==> config.mk <==
export PLATFORM = sky130hd
export DESIGN_NAME = data_pack
export DESIGN_NICKNAME = d
export VERILOG_FILES = /design/src/rtl/com_pkg.sv /design/src/rtl/data_pack.sv
export SDC_FILE = /design/constraint.sdc
export NUM_CORES = 1
export LEC_CHECK = 0
export ABC_AREA = 1
export BUFFER_PORTS_ARGS = -buffer_cell sky130_fd_sc_hd__buf_4
export CORE_ASPECT_RATIO = 1.4
export CORE_MARGIN = 1
export CORE_UTILIZATION = 55
export CTS_CLUSTER_SIZE = 20
export DETAILED_ROUTE_END_ITERATION = 6
export HOLD_SLACK_MARGIN = 0.05
export PLACE_DENSITY = 0.76
export REMOVE_ABC_BUFFERS = 1
export SLEW_MARGIN = 40
export SYNTH_ARGS = -nofsm -noshare
export SYNTH_HDL_FRONTEND = slang
export SYNTH_SLANG_ARGS = --single-unit
export TNS_END_PERCENT = 100
==> constraint.sdc <==
create_clock -name clk -period 3 [get_ports clk]
set_input_delay 0.3 -clock clk [delete_from_list [all_inputs] [get_ports clk]]
set_output_delay 0.3 -clock clk [all_outputs]
set_load 0.02 [all_outputs]
==> src/rtl/com_pkg.sv <==
// Shared constants, state encoding and header byte selection for the frame builder.
package com_pkg;

    localparam logic [15:0] PASSWORD = 16'h55AA;
    localparam logic [12:0] MAX_PLEN = 13'd8185;
    localparam logic [12:0] HDR_LEN  = 13'd5;
    localparam logic [12:0] TRL_LEN  = 13'd1;

    typedef enum logic [2:0] {
        IDLE = 3'd0,
        HEAD = 3'd1,
        LOAD = 3'd2,
        SUM  = 3'd3,
        DONE = 3'd4
    } state_t;

    // Header byte at offset idx: sync word (high first), {btype,didx}, length high, length low.
    function automatic logic [7:0] hdr_byte(
        input logic [2:0]  idx,
        input logic [15:0] pw,
        input logic [7:0]  bd,
        input logic [12:0] len
    );
        logic [7:0] b;
        case (idx)
            3'd0:    b = pw[15:8];
            3'd1:    b = pw[7:0];
            3'd2:    b = bd;
            3'd3:    b = {3'b000, len[12:8]};
            3'd4:    b = len[7:0];
            default: b = 8'h00;
        endcase
        return b;
    endfunction

endpackage

==> src/rtl/data_pack.sv <==
// Builds one frame in the data RAM: 5-byte header, payload from the FIFO, 8-bit checksum,
// then reports the total length with fd. src_d is captured on the edge that ends a src_rd cycle.
module data_pack
    import com_pkg::*;
#(
    parameter logic [15:0] PASSWORD = com_pkg::PASSWORD,
    parameter logic [12:0] MAX_PLEN = com_pkg::MAX_PLEN
) (
    input  logic        clk,
    input  logic        rst,
    input  logic        fs,
    output logic        fd,
    input  logic [3:0]  btype,
    input  logic [3:0]  didx,
    input  logic [12:0] plen,
    input  logic [15:0] base,
    output logic        src_rd,
    input  logic [7:0]  src_d,
    input  logic        src_empty,
    output logic        ram_txen,
    output logic [15:0] ram_txa,
    output logic [7:0]  ram_txd,
    output logic [12:0] data_len
);

    state_t      r_state, w_state;
    logic [7:0]  r_bd, w_bd;
    logic [12:0] r_len, w_len;
    logic [15:0] r_base, w_base;
    logic [12:0] r_off, w_off;
    logic [7:0]  r_sum, w_sum;
    logic [12:0] r_rd_cnt, w_rd_cnt;
    logic [12:0] r_wr_cnt, w_wr_cnt;
    logic        r_fd, w_fd;
    logic        r_src_rd, w_src_rd;
    logic        r_txen, w_txen;
    logic [15:0] r_txa, w_txa;
    logic [7:0]  r_txd, w_txd;
    logic [12:0] r_data_len, w_data_len;
    logic [7:0]  w_byte;

    // Next-state and next-output logic for the framing sequence.
    always_comb begin
        w_state    = r_state;
        w_bd       = r_bd;
        w_len      = r_len;
        w_base     = r_base;
        w_off      = r_off;
        w_sum      = r_sum;
        w_rd_cnt   = r_rd_cnt;
        w_wr_cnt   = r_wr_cnt;
        w_fd       = 1'b0;
        w_src_rd   = 1'b0;
        w_txen     = 1'b0;
        w_txa      = r_txa;
        w_txd      = r_txd;
        w_data_len = r_data_len;
        w_byte     = 8'h00;

        case (r_state)
            IDLE: begin
                if (fs) begin
                    w_bd     = {btype, didx};
                    w_len    = (plen > MAX_PLEN) ? MAX_PLEN : plen;
                    w_base   = base;
                    w_off    = 13'd0;
                    w_sum    = 8'h00;
                    w_rd_cnt = 13'd0;
                    w_wr_cnt = 13'd0;
                    w_state  = HEAD;
                end else begin
                    w_state  = IDLE;
                end
            end

            HEAD: begin
                w_byte = hdr_byte(r_off[2:0], PASSWORD, r_bd, r_len);
                w_txen = 1'b1;
                w_txa  = r_base + {3'b000, r_off};
                w_txd  = w_byte;
                w_off  = r_off + 13'd1;
                // The sync word is left out of the checksum.
                if (r_off >= 13'd2) begin
                    w_sum = r_sum + w_byte;
                end else begin
                    w_sum = r_sum;
                end
                if (r_off == HDR_LEN - 13'd1) begin
                    w_state = (r_len != 13'd0) ? LOAD : SUM;
                end else begin
                    w_state = HEAD;
                end
            end

            LOAD: begin
                w_src_rd = !src_empty && (r_rd_cnt < r_len);
                if (w_src_rd) begin
                    w_rd_cnt = r_rd_cnt + 13'd1;
                end else begin
                    w_rd_cnt = r_rd_cnt;
                end
                if (r_src_rd) begin
                    w_txen   = 1'b1;
                    w_txa    = r_base + {3'b000, r_off};
                    w_txd    = src_d;
                    w_sum    = r_sum + src_d;
                    w_off    = r_off + 13'd1;
                    w_wr_cnt = r_wr_cnt + 13'd1;
                    if (r_wr_cnt + 13'd1 == r_len) begin
                        w_state = SUM;
                    end else begin
                        w_state = LOAD;
                    end
                end else begin
                    w_state = LOAD;
                end
            end

            SUM: begin
                w_txen  = 1'b1;
                w_txa   = r_base + {3'b000, r_off};
                w_txd   = r_sum;
                w_off   = r_off + 13'd1;
                w_state = DONE;
            end

            DONE: begin
                w_data_len = r_len + HDR_LEN + TRL_LEN;
                // fd is held at least one cycle even if fs already dropped.
                if (r_fd && !fs) begin
                    w_fd    = 1'b0;
                    w_state = IDLE;
                end else begin
                    w_fd    = 1'b1;
                    w_state = DONE;
                end
            end

            default: begin
                w_state = IDLE;
            end
        endcase
    end

    // State, counters and registered outputs.
    always_ff @(posedge clk or negedge rst) begin
        if (!rst) begin
            r_state    <= IDLE;
            r_bd       <= 8'h00;
            r_len      <= 13'd0;
            r_base     <= 16'h0000;
            r_off      <= 13'd0;
            r_sum      <= 8'h00;
            r_rd_cnt   <= 13'd0;
            r_wr_cnt   <= 13'd0;
            r_fd       <= 1'b0;
            r_src_rd   <= 1'b0;
            r_txen     <= 1'b0;
            r_txa      <= 16'h0000;
            r_txd      <= 8'h00;
            r_data_len <= 13'd0;
        end else begin
            r_state    <= w_state;
            r_bd       <= w_bd;
            r_len      <= w_len;
            r_base     <= w_base;
            r_off      <= w_off;
            r_sum      <= w_sum;
            r_rd_cnt   <= w_rd_cnt;
            r_wr_cnt   <= w_wr_cnt;
            r_fd       <= w_fd;
            r_src_rd   <= w_src_rd;
            r_txen     <= w_txen;
            r_txa      <= w_txa;
            r_txd      <= w_txd;
            r_data_len <= w_data_len;
        end
    end

    assign fd       = r_fd;
    assign src_rd   = r_src_rd;
    assign ram_txen = r_txen;
    assign ram_txa  = r_txa;
    assign ram_txd  = r_txd;
    assign data_len = r_data_len;

endmodule

# After elaboration in Yosys (flattened, before gate mapping)
# Cells that the tools add are included.
[word_totals]
output_inout_bits = 40
ff_bits = 127
inputBits = 49
elab_cells = 89
[classes]
reduce_logical = 20
eq_ne = 14
mux = 30
addsub = 8
order_cmp = 3
[op_table]
columns = ["cell", "count"]
rows = [
  ["$mux W13", 5],
  ["$add A13 B1 Y13 const B", 4],
  ["$pmux W13 S2", 2],
  ["$pmux W8 S3", 2],
  ["$mux W8", 5],
  ["$pmux W8 S5", 1],
  ["$pmux W13 S3", 1],
  ["$pmux W16 S2", 1],
  ["$add A16 B13 Y16", 1],
  ["$add A8 B8 Y8", 2],
  ["$mux W16", 1],
  ["$pmux W3 S5", 1],
  ["$add A13 B3 Y13 const B", 1],
  ["$eq A13 B13 Y1", 1],
  ["$eq A13 B3 Y1 const B", 1],
  ["$ge A13 B2 Y1 const B", 1],
  ["$gt A13 B13 Y1 const B", 1],
  ["$lt A13 B13 Y1", 1],
  ["$reduce_bool A13 Y1", 1],
  ["$eq A3 B2 Y1 const B", 4],
  ["$reduce_and A3 Y1", 3],
  ["$reduce_bool A3 Y1", 3],
  ["$ne A2 B2 Y1 const B", 4],
  ["$mux W1", 7],
  ["other kinds (12)", 21],
]

# Longest topological paths before layout
# Gate-level depths: netlist of the first run.
[logic_depth]
word_depth = 6
ltp_mapped = 17
mapped_depth_nobuf = 17

# Worst setup path before layout of the first run
# Ideal clock, no wire load.
[synth_timing]
path_kind = "register to register"
from = "reg r_off[0]"
to = "reg r_sum[6]"
period_less_slack_ns = 2.573
required_time_ns = 2.924
setup_slack_ns = 0.427
stages_incl_launch_ff = 18
arrival_time_ns = 2.496
path_cell_list = "dfrtp_1 inv_1 ha_1 inv_1 nor2_1 a21oi_1 o21ai_0 ha_1 inv_1 fa_1 inv_1 nand3_1 nand2_1 nand2_1 nand2_1 a21oi_1 xor2_1 o21ai_1"
[synth_between]
elab_chain_len = 6
[synth_lines]
columns = ["item", "line_no", "text"]
rows = [
  ["start: declaration", "data_pack.sv:30", "logic [12:0] r_off, w_off;"],
  ["start signal: assignment", "data_pack.sv:167", "r_off <= w_off;"],
  ["$eq A3 B3 Y1, or another cell as far along", "com_pkg.sv:25", "case (idx)"],
  ["$pmux W8 S5", "com_pkg.sv:25", ""],
  ["$mux W8", "data_pack.sv:60", "case (r_state)"],
  ["$add A8 B8 Y8", "data_pack.sv:84", "w_sum = r_sum + w_byte;"],
  ["$mux W8", "data_pack.sv:83", "if (r_off >= 13'd2) begin"],
  ["$pmux W8 S3", "data_pack.sv:60", ""],
  ["end signal: assignment", "data_pack.sv:168", "r_sum <= w_sum;"],
  ["end: declaration", "data_pack.sv:31", "logic [7:0] r_sum, w_sum;"],
]
# Several ways; a longest one is shown, not always the timed one. The select of a mux whose other input is x is not followed.
# A chain may end at the register's enable or synchronous reset.

# Worst setup path in the final report of the first run
[layout_timing]
from = "reg r_off[1]"
to = "reg r_sum[6]"
# Same word-level chain as after synthesis.

==> results.cfg, run 1 <==
[routing]
wire_per_inst_um = 16.0
ant_nets = 0
drc = 0
drt_pass1_iterations = 5
drt_iter0_drc = 433
vias_per_cell = 5.58
vias = 7361
totalWireLength_um = 21100

[timing]
worst_pin_slew_ns = 0.740
finalMaxSlewViolations = 0
slew_headroom = 0.507
setup-tns-final_ns = 0
min_period_ns = 2.73
clock-skew-final_ns = 0.00857
hold_violations = 0
setup_violations = 0
max_freq_mhz = 367
period_share = 0.909
grt_setup_unrepaired = false

[global_route]
grt_pass1_wl_um = 34100
grt.total_usage = 0.307
grt_pass1_vias = 7120
grt-ovfl-total = 0
antenna_found_initial = 0
grt_max_degree = 57

[yosys]
ys_seq_area_frac = 0.412
async_flop_share = 1.00
syn_area_per_cell_sq_um = 7.49
ys_types = 44
synth_enable_flop_cells = 0
synth_warnings = 0
ys_ff_latch = 127
syn-cell-area_sq_um = 7710
synth_common_cells = nand2_1, dfrtp_1, inv_1
synth_area_leaders = dfrtp_1, nand2_1, ha_1, o21ai_0, nand3_1
synthFlopType = dfrtp_1
post-synth-top-count-cell = nand2_1
yosysTopAreaCell = dfrtp_1
synth_top_area_frac = 0.412
post_synth_inst_count = 1029

[clock_tree]
clk_path_buf_depth = 2
cts_buffers = 17
htreeDepth = 4
clock_latency_ns = 0.42
cts.reportedPaths.clkPinSlew_ns = 0.06
numClockSinks = 127
cts_tree = yes
root_buffer = clkbuf_16

[power_and_ir_drop]
cellPowerDensity_nw_per_um2 = 1140
p_leak_nw = 4.63
p_total_w = 0.0105
ir_worst_vdd_v = 0.000799

[worst_setup_path]
arrival_ns = 3.07
crit_path_max_fanout = 5
start_kind = register
worstPathRequired_ns = 3.35
ff2ff_path_depth = 17
r2r_setup_slack_ns = 0.27
worstSetupPathType = register to register
end_kind = register

[final_layout]
layout-drive-gt1-share = 0.138
fin_util = 0.678
layout.cells.non_filler = 1319
num_antenna_cells = 0
final_nets = 1215
area_delta_synth_final_pct = 18.9

[run_status]
status = finished, final reports clean

[placed_design]
finalWeightedCongestion = 1.04
port_buffers = 88
dp_hpwl_um = 15600
dp_cells = 1286

[die]
start_util = 0.570
fp-row-count = 50
die_area_sq_um = 14500
die_height_um = 142
pin_count = 89
die_x_um = 102
fp.coreArea_sq_um = 13500

[worst_hold_path]
min_delay_path_depth = 3
hp-class = primary input to register

[job]
cap_viol_max_count = 0
-- power breakdown --
group | switching [W] | leakage, nW | internal, W
combinational | 0.00358 | 2.71 | 0.00186
clock | 0.000774 | 0.284 | 0.00130
sequential | 0.000573 | 1.64 | 0.00239
total | 0.00492 | 4.63 | 0.00556
-- critical path, stage by stage, from the launching register on --
cell and delay (ns):
dfrtp_2 0.42, ha_1 0.21, ha_1 0.22, inv_1 0.08
o211ai_1 0.20, a21oi_1 0.08, o21ai_0 0.17, ha_1 0.19
inv_1 0.05, fa_1 0.35, inv_1 0.09, nand3_1 0.08
nand2_1 0.09, nand2_1 0.07, nand2_1 0.06, a21oi_1 0.06
xor2_1 0.14, o21ai_1 0.11
-- sequential cells by signal, summed over array words and instances (netlist names) --
register,flops
src_rd,1
ram_txa,16
r_base,16
r_off,13
ram_txen,1
fd,1
r_state,3
ram_txd,8
r_sum,8
r_rd_cnt,13
r_wr_cnt,13
data_len,13
r_bd,8
r_len,13
-- what timing repair did --
item                                    CTS  global route
hold endpoints to repair                 54             0
hold buffers                              1             0
gates resized for setup                   0             7
buffers inserted                          0             0
endpoints found under the setup margin    0             2
-- cell families after synthesis --
| kind of cell | synth area share |
|---|---|
| AO/OA/AOI/OAI | 0.120 |
| XOR/XNOR | 0.0318 |
| adder cells (fa/ha/maj) | 0.0701 |
| buffers and inverters | 0.0739 |
| flip-flops | 0.412 |
| AND/OR/NAND/NOR | 0.292 |
-- routing by layer --
metal / track usage / wire, um / vias up
met5: 0 / 0 / -
met4: 0.181 / 1090 / 0
met3: 0.0540 / 1270 / 83
met2: 0.539 / 10800 / 285
met1: 0.344 / 7950 / 3399
li1: - / - / 3594
-- through the flow --
step | instance area [sq um] | hold WS (ns) | worst slack [ns]
floorplan | 7550 | 0.00441 | 0.427
global placement | 8550 | 0.399 | 0.191
detailed placement | 8550 | 0.398 | 0.117
CTS | 9150 | 0.0768 | 0.113
global route | 9170 | 0.0755 | 0.0144
finish | 9170 | 0.0781 | 0.272
-- cell usage in the layout, fill, tap and decap left out, types with 17 or more instances in the layout --
cell	synthesis	routed
nand4_1	17	17
clkbuf_16	0	17
o21ai_0	86	86
xor2_1	20	20
nor2_1	76	75
dfrtp_1	127	124
a21oi_1	41	41
inv_1	104	102
nand3_1	83	83
nand2_1	317	317
buf_4	2	100
ha_1	40	40
-- final cells by class --
class | instances | area, sq um
Sequential cell | 127 | 3180
Inverter | 109 | 412
Fill cell | 1175 | 4350
Tap cell | 182 | 228
Clock buffer | 22 | 484
Clock inverter | 10 | 110
Timing Repair Buffer | 102 | 781
Multi-Input combinational cell | 767 | 3970
-- final timing paths --
path / start / end
max: r_off[1] / r_sum[6]
min: base[11] / r_base[11]
max reg2reg: r_off[1] / r_sum[6]
min reg2reg: ram_txa[11] / ram_txa[11]
max in group asynchronous: rst / ram_txd[2]
min in group asynchronous: rst / ram_txa[3]
No activity file was read; power rests on OpenSTA's default activity.
==> run 2, diff against run 1 <==
--- a/config.mk
+++ b/config.mk
@@ -7,13 +7,13 @@
 export LEC_CHECK = 0
 export ABC_AREA = 1
 export BUFFER_PORTS_ARGS = -buffer_cell sky130_fd_sc_hd__buf_4
+export CAP_MARGIN = 40
 export CORE_ASPECT_RATIO = 1.4
 export CORE_MARGIN = 1
-export CORE_UTILIZATION = 55
+export CORE_UTILIZATION = 31
 export CTS_CLUSTER_SIZE = 20
 export DETAILED_ROUTE_END_ITERATION = 6
 export HOLD_SLACK_MARGIN = 0.05
-export PLACE_DENSITY = 0.76
 export REMOVE_ABC_BUFFERS = 1
 export SLEW_MARGIN = 40
 export SYNTH_ARGS = -nofsm -noshare
==> run 2 against run 1 <==
Via count down 2.9%. Highest routed layer unchanged. Clock skew up 0.0048 ns. Register-to-register slack worse by 0.03 ns. Largest cell class unchanged. Fmax down 0.93%.
==> results.cfg, run 2 (synthesized netlist as in run 1, its figures left out) <==
[clock_tree]
cts.reportedPaths.clkPinSlew_ns = 0.07
clk_path_buf_depth = 2
numClockSinks = 127
htreeDepth = 4
cts_buffers = 17
root_buffer = clkbuf_16
cts_tree = yes
post_cts_buffers = 0
clock_latency_ns = 0.43

[power_and_ir_drop]
p_total_w = 0.0106
seqPwrFrac = 0.281
p_sw_frac = 0.475
clkPwrFrac = 0.198
pwr-share-comb = 0.521
netSwitchingPower_w = 0.00504
p_leak_nw = 4.68
internal-power_w = 0.00557
ir_worst_vdd_v = 0.000509
cellPowerDensity_nw_per_um2 = 1130

[worst_setup_path]
start_kind = register
r2r_start = r_off[1]
worstPathRequired_ns = 3.36
rr_endpoint = r_sum[6]
crit_path_max_fanout = 5
end_kind = register
r2r_setup_slack_ns = 0.25
worstSetupPathType = register to register
ff2ff_path_depth = 17
arrival_ns = 3.11

[timing]
worst_pin_slew_ns = 0.529
setup_violations = 0
hold_violations = 0
finalMaxSlewViolations = 0
clock-skew-final_ns = 0.0134
grt_setup_unrepaired = false
slew_headroom = 0.648
max_freq_mhz = 363
period_share = 0.918
setup-tns-final_ns = 0
min_period_ns = 2.75

[die]
fp.coreArea_sq_um = 24100
pin_count = 89
die_x_um = 135
fp-row-count = 67
die_area_sq_um = 25500
start_util = 0.319
die_height_um = 189

[global_route]
antenna_found_initial = 0
grt.total_usage = 0.182
grt_use_met2 = 0.328
grt_max_degree = 60
grt_pass1_vias = 7035
grt-ovfl-total = 0
grtUsageMet1 = 0.206
use_met3 = 0.0299
busiest_layer = met2
grt_pass1_wl_um = 35700

[routing]
ant_nets = 0
wire_per_inst_um = 15.4
vias = 7145
totalWireLength_um = 22400
drc = 0
drt_pass1_iterations = 5
drt_iter0_drc = 341
vias_per_cell = 4.91

[placed_design]
dp_hpwl_um = 17000
placed_cell_area_sq_um = 8750
port_buffers = 88
finalWeightedCongestion = 0.899

[final_layout]
layout-drive-gt1-share = 0.140
finalInstanceArea_sq_um = 9420
fillers = 2555
final_cell_mix = nand2_1, dfrtp_1, inv_1, buf_4, o21ai_0
num_antenna_cells = 0
layout_commonest_cell = nand2_1
area_delta_synth_final_pct = 22.2
final_nets = 1224

[job]
cap_viol_max_count = 0

[worst_hold_path]
min_delay_path_depth = 3
hp-start = base[8]
hp-class = primary input to register
worstHoldEndpoint = r_base[8]

[run_status]
status = finished, final reports clean
run 2: cell count changes in the layout (fill, tap and decap cells not counted), moves of 3 or more:
cell           previous run  this run
dlygate4sd3_1             1         6
buf_4                   100       103
inv_6                     0         5
clkbuf_8                  4         1
run 2: area by class of cell:
cell class / instances / area, sq um / share of cell area
Multi-Input combinational cell: 767 / 3970 / 0.422
Tap cell: 310 / 388 / 0.0412
Timing Repair Buffer: 111 / 873 / 0.0927
Inverter: 109 / 412 / 0.0437
Clock inverter: 14 / 154 / 0.0163
Clock buffer: 18 / 439 / 0.0466
Sequential cell: 127 / 3180 / 0.338
run 2: how the worst max path moves through the flow:
stage | startpoint | to | slack [ns] | cells past startpoint
floorplan | r_off[0] | r_sum[6] | 0.43 | 17
global placement | r_off[0] | r_sum[6] | 0.25 | 17
detailed placement | r_off[0] | r_sum[6] | 0.19 | 17
CTS | r_off[0] | r_sum[6] | 0.17 | 17
global route | r_off[1] | r_sum[6] | 0.005 | 17
finish | r_off[1] | r_sum[6] | 0.25 | 17
run 2: metal layers:
metal | vias up | part of all wire
met5 | - | 0
met4 | 0 | 0.033
met2 | 170 | 0.51
met1 | 3326 | 0.42
met3 | 45 | 0.034
li1 | 3604 | -
run 2: timing repair:
action                                  in CTS  in global routing
gates resized for setup                      0                  5
hold buffers                                 5                  1
endpoints found under the setup margin       0                  3
endpoints found under the hold margin       31                  1
run 2: worst max-delay path: stages, from the launching register on:
cell	delay, ns
dfrtp_1	0.43
ha_2	0.22
ha_2	0.20
inv_1	0.07
o211ai_1	0.17
a21oi_1	0.08
o21ai_0	0.17
ha_1	0.20
inv_1	0.06
fa_1	0.35
inv_1	0.09
nand3_1	0.07
nand2_1	0.11
nand2_1	0.08
nand2_1	0.06
a21oi_1	0.06
xor2_1	0.14
o21ai_1	0.11
run 2: stage by stage:
stage          utilization  hold WS [ns]  setup WS (ns)  cells
3_3_place_gp         0.363         0.266          0.254   1418
2_1_floorplan            -       0.00441          0.427   1003
4_1_cts              0.389        0.0509          0.172   1455
6_report             0.390        0.0636          0.247   1456
5_1_grt              0.390        0.0693        0.00499   1456
3_5_place_dp         0.363         0.264          0.189   1418
run 2: power by group through the flow:
| stage | clock [W] | combinational (W) | sequential [W] |
|---|---|---|---|
| 6_report | 0.00210 | 0.00553 | 0.00299 |
| 5_1_grt | 0.00223 | 0.00622 | 0.00306 |
| 4_1_cts | 0.00215 | 0.00559 | 0.00298 |
| 3_5_place_dp | 0 | 0.00556 | 0.00300 |
| 3_3_place_gp | 0 | 0.00548 | 0.00299 |
| 2_1_floorplan | 0 | 0.00337 | 0.00309 |
==> run 3, diff against run 2 <==
--- a/config.mk
+++ b/config.mk
@@ -5,7 +5,6 @@
 export SDC_FILE = /design/constraint.sdc
 export NUM_CORES = 1
 export LEC_CHECK = 0
-export ABC_AREA = 1
 export BUFFER_PORTS_ARGS = -buffer_cell sky130_fd_sc_hd__buf_4
 export CAP_MARGIN = 40
 export CORE_ASPECT_RATIO = 1.4
@@ -15,7 +14,6 @@
 export DETAILED_ROUTE_END_ITERATION = 6
 export HOLD_SLACK_MARGIN = 0.05
 export REMOVE_ABC_BUFFERS = 1
-export SLEW_MARGIN = 40
 export SYNTH_ARGS = -nofsm -noshare
 export SYNTH_HDL_FRONTEND = slang
 export SYNTH_SLANG_ARGS = --single-unit
==> run 3 against run 2 <==
Combinational power fell by 9.4%. Fmax fell by 4.1%. Critical endpoint is now r_sum[7]. Wire length decreased by 2.2%. Highest routed layer unchanged. Synthesized area shrank 1.9%.
==> results.cfg, run 3 <==
[final_layout]
layout_commonest_cell = nand2_1
layout-drive-gt1-share = 0.197
final_nets = 1089
num_antenna_cells = 0
layout.cells.non_filler = 1321
final_cell_mix = nand2_1, buf_4, dfrtp_1, o21ai_0, nor2_1
area_delta_synth_final_pct = 25.8

[worst_setup_path]
slowest_delay_ns = 0.40
r2r_setup_slack_ns = 0.13
worstPathRequired_ns = 3.35
crit_slowest_cell = dfrtp_1
rr_endpoint = r_sum[7]
crit_path_max_fanout = 5
r2r_start = r_off[0]
worstSetupPathType = register to register
start_kind = register
ff2ff_path_depth = 13
startpoint = r_off[0]
path_cells = ha_2 > ha_4 > a32oi_1 > o21ai_1 > nor2_1 > nor2_1 > ha_1 > a21oi_2 > o211ai_1 > o41ai_2 > xnor2_1 > or4_1 > o21ai_1
arrival_ns = 3.23
end_kind = register

[clock_tree]
root_buffer = clkbuf_16
numClockSinks = 127
htreeDepth = 4
cts_tree = yes
clock_latency_ns = 0.43
cts.reportedPaths.clkPinSlew_ns = 0.06
cts_buffers = 17
clk_path_buf_depth = 2

[yosys]
synthFlopType = dfrtp_1
ys_types = 63
ys_seq_area_frac = 0.420
synth_area_leaders = dfrtp_1, nand2_1, o21ai_0, ha_1, nor2_1
post-synth-top-count-cell = nand2_1
synth_top_area_frac = 0.420
yosysTopAreaCell = dfrtp_1
synth_enable_flop_cells = 0
syn-cell-area_sq_um = 7560
syn_area_per_cell_sq_um = 8.56
synth_common_cells = nand2_1, dfrtp_1, o21ai_0
post_synth_inst_count = 884
synth_warnings = 0
ys_ff_latch = 127
async_flop_share = 1.00

[power_and_ir_drop]
pwr-share-comb = 0.506
cellPowerDensity_nw_per_um2 = 1040
seqPwrFrac = 0.282
p_sw_frac = 0.427
internal-power_w = 0.00567
p_leak_nw = 4.41
netSwitchingPower_w = 0.00422
ir_worst_vdd_v = 0.000646
clkPwrFrac = 0.212

[global_route]
grt_pass1_vias = 6606
grt_max_degree = 55
grt-ovfl-total = 0
grt.total_usage = 0.182
grt_pass1_wl_um = 35200
antenna_found_initial = 0

[die]
die_height_um = 187
die_area_sq_um = 25000
die_x_um = 134
pin_count = 89
start_util = 0.316
fp-row-count = 67
fp.coreArea_sq_um = 24000

[run_status]
status = finished, final reports clean

[routing]
drt_iter0_drc = 384
ant_nets = 0
drc = 0
vias = 6776
wire_per_inst_um = 16.6
totalWireLength_um = 21900
drt_pass1_iterations = 5
vias_per_cell = 5.13

[placed_design]
finalWeightedCongestion = 0.909
pre_cts_ws_ns = -0.198
port_buffers = 88
dp_hpwl_um = 16400
dp_cells = 1282

[worst_hold_path]
min_delay_path_depth = 3
hp-start = btype[0]
worstHoldEndpoint = r_bd[4]
hp-class = primary input to register

[timing]
hold_violations = 0
grt_setup_unrepaired = true
worst_pin_slew_ns = 0.772
finalMaxSlewViolations = 0
clock-skew-final_ns = 0.0130
setup_violations = 0
max_freq_mhz = 348
period_share = 0.957
whs_ns = 0.0618
min_period_ns = 2.87
final.setup.worst_slack_ns = 0.128
slew_headroom = 0.485

[job]
cap_viol_max_count = 0
run 3: cell types whose count changed after synthesis, moves of 17 or more:
cell / before / now
nand2_1: 317 / 175
mux2i_1: 0 / 17
inv_1: 104 / 30
nor2_1: 76 / 58
nand3_1: 83 / 31
clkbuf_1: 7 / 28
run 3: logic make-up (layout without fill, tap and decap cells):
group | count (synthesis) | after routing | synth area share
AND/OR/NAND/NOR | 348 | 348 | 0.208
AO/OA/AOI/OAI | 223 | 223 | 0.179
flip-flops | 127 | 127 | 0.420
buffers and inverters | 80 | 207 | 0.0430
adder cells (fa/ha/maj) | 42 | 42 | 0.0715
XOR/XNOR | 42 | 42 | 0.0486
multiplexers | 22 | 22 | 0.0299
run 3: critical path, delay by kind of cell (launching register included):
family / cells / cell delay [ns]
AND/OR/NAND/NOR: 3 / 0.60
flip-flops: 1 / 0.40
adder cells (fa/ha/maj): 3 / 0.68
XOR/XNOR: 1 / 0.13
AO/OA/AOI/OAI: 6 / 1.01
run 3: power by group through the flow:
stage          logic, W  clock network (W)  registers, W
6_report        0.00501            0.00209       0.00279
4_1_cts         0.00492            0.00214       0.00279
3_5_place_dp    0.00486                  0       0.00281
5_1_grt         0.00561            0.00221       0.00286
3_3_place_gp    0.00479                  0       0.00281
2_1_floorplan   0.00266                  0       0.00302
run 3: routing by layer:
layer,global-route usage,part of all wire
met1,0.206,0.40
met2,0.333,0.54
met3,0.0317,0.038
met4,0.0730,0.027
met5,0,0
run 3: worst max path at each step:
stage | to | slack (ns) | cells past startpoint
after global placement | r_sum[7] | -0.10 | 13
after floorplan | r_wr_cnt[11] | -2.75 | 4
after CTS | r_sum[7] | 0.03 | 14
after global routing | r_sum[7] | -0.04 | 13
final | r_sum[7] | 0.13 | 13
after detailed placement | r_sum[7] | -0.20 | 13
run 3: cell type report:
class	count	area, sq um
clock inverter	14	155
inverter	31	116
multi-input combinational	677	4130
fill	2484	14500
sequential	127	3180
timing repair buffer	144	1110
tap	310	388
clock buffer	18	439
run 3: timing repair:
action | 4_1_cts | 5_1_grt
endpoints found under the setup margin | 2 | 2
hold endpoints to repair | 54 | 0
pin swaps | 0 | 9
setup buffers | 0 | 3
gates resized for setup | 8 | 14
hold buffers | 4 | 0
run 3: stage by stage:
stage / area, sq um / utilization / TNS [ns] / power, W
after floorplan: 7360 / - / -109.33 / 0.00567
after global placement: 8790 / 0.367 / -0.157 / 0.00761
after detailed placement: 8790 / 0.367 / -0.328 / 0.00767
after CTS: 9440 / 0.394 / 0 / 0.00985
after global routing: 9510 / 0.397 / -0.0527 / 0.0107
final: 9510 / 0.397 / 0 / 0.00989
